<file path="src/rtl/harvos_imem_pkg.sv">
// harvos_imem_pkg: shared FSM state type and sizing constants for the instruction-memory slave
package harvos_imem_pkg;
    localparam int WS_MAX = 7;
    localparam int IW     = 32;
    localparam int CW     = $clog2(WS_MAX + 1);
    typedef enum logic [1:0] {IDLE, WAIT, READ, RESP} state_t;
endpackage

</file>
<file path="src/rtl/harvos_imem_range_chk.sv">
// harvos_imem_range_chk: combinational alignment/range check and word-index computation
module harvos_imem_range_chk #(
    parameter logic [31:0] BASE_ADDR = 32'h0000_0000,
    parameter int          MEM_WORDS = 1024
) (
    input  logic [31:0]                  i_addr,
    output logic                         o_fault,
    output logic [$clog2(MEM_WORDS)-1:0] o_idx
);
    localparam int AW = $clog2(MEM_WORDS);
    logic [32:0] w_a;
    logic [32:0] w_lo;
    logic [32:0] w_hi;
    // 33-bit bounds so a window ending exactly at 2^32 does not wrap
    assign w_a     = {1'b0, i_addr};
    assign w_lo    = {1'b0, BASE_ADDR};
    assign w_hi    = w_lo + (33'(MEM_WORDS) << 2);
    assign o_fault = (i_addr[1:0] != 2'b00) || (w_a < w_lo) || (w_a >= w_hi);
    assign o_idx   = AW'((i_addr - BASE_ADDR) >> 2);
endmodule

</file>
<file path="src/rtl/harvos_imem.sv">
// harvos_imem_slave: fetch slave that turns req/addr into one synchronous memory read per request
module harvos_imem_slave
    import harvos_imem_pkg::*;
#(
    parameter int          WAIT_STATES = 0,
    parameter int          MEM_WORDS   = 1024,
    parameter logic [31:0] BASE_ADDR   = 32'h0000_0000
) (
    input  logic                         clk,
    input  logic                         rst_n,
    input  logic                         req,
    input  logic [31:0]                  addr,
    output logic [IW-1:0]                rdata,
    output logic                         rvalid,
    output logic                         fault,
    output logic                         mem_en,
    output logic [$clog2(MEM_WORDS)-1:0] mem_addr,
    input  logic [IW-1:0]                mem_rdata,
    output logic                         busy
);
    localparam int AW = $clog2(MEM_WORDS);
    state_t          r_state;
    state_t          w_next;
    logic [CW-1:0]   r_cnt;
    logic [31:0]     r_addr;
    logic            r_fault;
    logic [31:0]     w_chk_addr;
    logic            w_fault;
    logic [AW-1:0]   w_idx;
    logic            w_accept;
    // One checker serves both the accept decision (live addr) and the read index (latched addr)
    assign w_chk_addr = (r_state == IDLE) ? addr : r_addr;
    assign w_accept   = (r_state == IDLE) && req;
    harvos_imem_range_chk #(
        .BASE_ADDR (BASE_ADDR),
        .MEM_WORDS (MEM_WORDS)
    ) u_chk (
        .i_addr  (w_chk_addr),
        .o_fault (w_fault),
        .o_idx   (w_idx)
    );
    // State register
    always_ff @(posedge clk or negedge rst_n) begin
        if (!rst_n) r_state <= IDLE;
        else        r_state <= w_next;
    end
    // Latch the request on accept and run the wait-state down-counter
    always_ff @(posedge clk or negedge rst_n) begin
        if (!rst_n) begin
            r_cnt   <= '0;
            r_addr  <= '0;
            r_fault <= 1'b0;
        end else if (w_accept) begin
            r_cnt   <= CW'(WAIT_STATES);
            r_addr  <= addr;
            r_fault <= w_fault;
        end else if (r_state == WAIT) begin
            r_cnt   <= r_cnt - 1'b1;
        end
    end
    // Next-state logic; faulting fetches skip the memory entirely
    always_comb begin
        w_next = r_state;
        case (r_state)
            IDLE:    if (req) w_next = w_fault ? RESP : (WAIT_STATES > 0 ? WAIT : READ);
            WAIT:    if (r_cnt <= CW'(1)) w_next = READ;
            READ:    w_next = RESP;
            default: w_next = IDLE;
        endcase
    end
    assign busy     = (r_state != IDLE);
    assign mem_en   = (r_state == READ);
    assign mem_addr = mem_en ? w_idx : '0;
    assign rvalid   = (r_state == RESP);
    assign fault    = rvalid && r_fault;
    assign rdata    = (rvalid && !r_fault) ? mem_rdata : '0;
endmodule

</file>
<file path="config.mk">
export PLATFORM = sky130hd
export DESIGN_NAME = harvos_imem_slave
export DESIGN_NICKNAME = d
export VERILOG_FILES = /design/src/rtl/harvos_imem_pkg.sv /design/src/rtl/harvos_imem_range_chk.sv /design/src/rtl/harvos_imem.sv
export SDC_FILE = /design/constraint.sdc
export NUM_CORES = 1
export LEC_CHECK = 0
export ABC_CLOCK_PERIOD_IN_PS = 3150
export CAP_MARGIN = 10
export CORE_UTILIZATION = 29
export CTS_BUF_LIST = sky130_fd_sc_hd__clkbuf_4 sky130_fd_sc_hd__clkbuf_8 sky130_fd_sc_hd__clkbuf_16
export DETAILED_ROUTE_END_ITERATION = 10
export PLACE_DENSITY = 0.93
export SYNTH_ARGS = -nofsm -noshare
export SYNTH_HDL_FRONTEND = slang
export SYNTH_SLANG_ARGS = --single-unit
</file>
<file path="constraint.sdc">
create_clock -name clk -period 3.15 [get_ports clk]
set_input_delay 0.63 -clock clk [delete_from_list [all_inputs] [get_ports clk]]
set_output_delay 0.63 -clock clk [all_outputs]
set_load 0.1 [all_outputs]
</file>
==> flow_metrics.py <==
metrics = {
    "detailed_routing": {
        "avgViaCountPerCell": 4.648,
        "routed_wl_um": 3661,
        "ant_nets": 0,
        "dr.pass1.iters": 4,
        "via_count": 1227,
        "drtIter0Drc": 27,
        "wl_per_cell_um": 13.87,
        "drc_errors": 0,
    },
    "sta": {
        "worst_slew_pin_slew_ps": 710.9,
        "max_clock_freq_mhz": 365.6,
        "finalHoldViolCount": 0,
        "final-setup-viol-count": 0,
        "finalCritPeriodShare_pct": 86.83,
        "tns_ps": 0,
        "layout_setup_ws_ps": 415.0,
        "skew_ps": 0.9360,
        "fin_crit_ps": 2735,
        "rsz0062_at_grt": "false",
        "maxSlewViolCount": 0,
        "max_slew_margin_pct": 52.46,
    },
    "synth": {
        "synth_edf_count": 0,
        "yosys.area.top_type_share_pct": 38.28,
        "async_flop_share_pct": 100.0,
        "yosysUniqueCellTypes": 27,
        "synth_nets": 178,
        "ys.flop_type": "dfrtp_1",
        "yosysSeqAreaShare_pct": 38.28,
        "syn_area_um2": 1046,
        "synth_common_cells": "43 x and2_1, 16 x dfrtp_1, 11 x mux2_2",
        "syn_avg_cell_area_um2": 9.509,
        "synth.most_common_cell": "and2_1",
        "syn_inst": 110,
        "synthTopCellsByArea": "dfrtp_1 38%, and2_1 26%, mux2_2 12%",
        "yosys_register_bits": 16,
        "synth_warnings": 0,
        "synth_top_area_cell": "dfrtp_1",
    },
    "floorplanning": {
        "initial_core_util_pct": 30.86,
        "num_io_pins": 113,
        "core_um2": 3390,
        "die-area_um2": 3851,
        "die_x_um": 62.06,
        "die_h_um": 62.06,
        "rows": 21,
    },
    "clock_network": {
        "cts_setup_buffers": 0,
        "root_buffer": "clkbuf_4",
        "clk_path_buf_depth": 2,
        "clk_pin_slew_ps": 90,
        "cts.sinks": 16,
        "cts_buffers": 3,
        "cts_tree": "done",
        "cts_resized": 0,
        "htree_levels": 1,
        "clock_latency_ps": 290,
        "cts.hold.buffers_added": 0,
    },
    "worst_setup_path": {
        "worstPathRequired_ps": 2520,
        "cp.arrival_ps": 2110,
        "worst-setup-path-type": "reg2out",
        "cp-start-kind": "flip-flop",
        "worstSetupEndpointType": "output port",
        "crit_fanout": 32,
    },
    "run": {
        "drv_cap": 0,
    },
    "global_route": {
        "grt_pass1_vias": 1181,
        "grt_antenna_before_repair": 0,
        "grt_pass1_wl_um": 5347,
        "grt-ovfl-total": 0,
        "grtUsageTotal_pct": 19.50,
        "grt_start_max_net_pins": 33,
    },
    "final_layout": {
        "antennaDiodeCount": 0,
        "fin_nets": 287,
        "multi_input_area_um2": 590.6,
        "nFillCells": 223,
        "fin_area_um2": 2499,
        "drive_gt1_share_pct": 29.36,
        "area.growth.synth_to_final_pct": 138.9,
        "regArea_um2": 400.4,
    },
    "power_and_ir_drop": {
        "ir_drop_mv": 0.4503,
        "power.leakage_nw": 1.049,
        "powerDensity_nw_per_um2": 702.3,
    },
    "placement": {
        "dp.final_hpwl_um": 3122,
        "place_congestion": 0.7107,
        "port_buffers": 112,
        "post-place-ws_ps": 725.7,
        "placed_cell_area_um2": 2462,
    },
    "run_status": {
        "status": "complete, no violations",
    },
    "hold_path": {
        "hp-class": "reg2reg",
    },
}
-- cell type report --
type / instances / share of cell area (%)
clock buffers: 4 / 1.452
inverters: 2 / 0.3005
multi-input cells: 84 / 23.64
flip-flops and latches: 16 / 16.02
well taps: 46 / 2.303
repair buffers: 112 / 56.28
-- registers in the layout, summed over array words and instances, names as in the netlist --
signal,cells
r_addr,10
r_cnt,3
r_fault,1
r_state,2
-- placed cells by master (no fill, tap or decap), drive strengths merged --
master | netlist | layout
clkdlybuf4s50 | 0 | 66
buf | 4 | 46
and2 | 43 | 43
dfrtp | 16 | 16
mux2 | 11 | 11
nor4 | 4 | 4
nor2 | 4 | 4
clkbuf | 4 | 4
inv | 2 | 2
or2 | 2 | 2
a31oi | 2 | 2
nand2 | 2 | 2
o21ai | 2 | 2
nor2b | 1 | 1
and2b | 1 | 1
and3 | 1 | 1
nor3b | 1 | 1
and4 | 1 | 1
or4 | 1 | 1
nor3 | 1 | 1
a21oi | 1 | 1
nand2b | 1 | 1
o22a | 1 | 1
o21bai | 1 | 1
o22ai | 1 | 1
a22o | 1 | 1
ha | 1 | 1
-- metal layers --
metal	vias to the layer above	global-route usage [%]	routed length, µm
li1	580	-	-
met1	551	20.36	1267
met2	85	36.17	1876
met3	11	4.555	403
met4	0	9.841	114
met5	-	0	0
-- power breakdown --
group	total [W]	internal (W)	switching, W
Clock	0.000139	0.0000705	0.0000681
Combinational	0.00122	0.000385	0.000838
Sequential	0.000393	0.000305	0.0000886
-- logic make-up after synthesis --
family          share of synthesized area, %
simple gates                           37.80
flops                                  38.28
mux                                    11.84
buf+inv                                5.263
compound gates                         5.622
fa+ha+maj                              1.196
-- final timing paths --
kind | cells past startpoint | end | start | slack (ps)
max in group asynchronous | 1 | r_cnt[0] | rst_n | 1950
hold / removal | 1 | r_addr[5] | r_addr[5] | 500
hold reg to reg | 1 | r_addr[5] | r_addr[5] | 500
setup / recovery | 4 | rdata[25] | r_state[0] | 410
setup reg to reg | 2 | r_addr[8] | r_state[0] | 1550
min in group asynchronous | 1 | r_addr[5] | rst_n | 750
-- per-stage QoR --
stage | instances | hold slack (ps) | power, W | utilization [%]
5_1_grt | 264 | 524.4 | 0.001845 | 73.72
3_5_place_dp | 260 | 487.3 | 0.001623 | 72.65
2_1_floorplan | 110 | 334.4 | 0.001312 | -
4_1_cts | 264 | 509.7 | 0.001765 | 73.72
6_report | 264 | 504.0 | 0.001755 | 73.72
3_3_place_gp | 260 | 480.7 | 0.001587 | 72.65
-- worst max-delay path: stages (launching register included) --
cell and delay (ps):
dfrtp_1 550, and2_1 200, and2b_1 580, and2_1 280, buf_12 190
No activity file was read; power rests on OpenSTA's default activity.
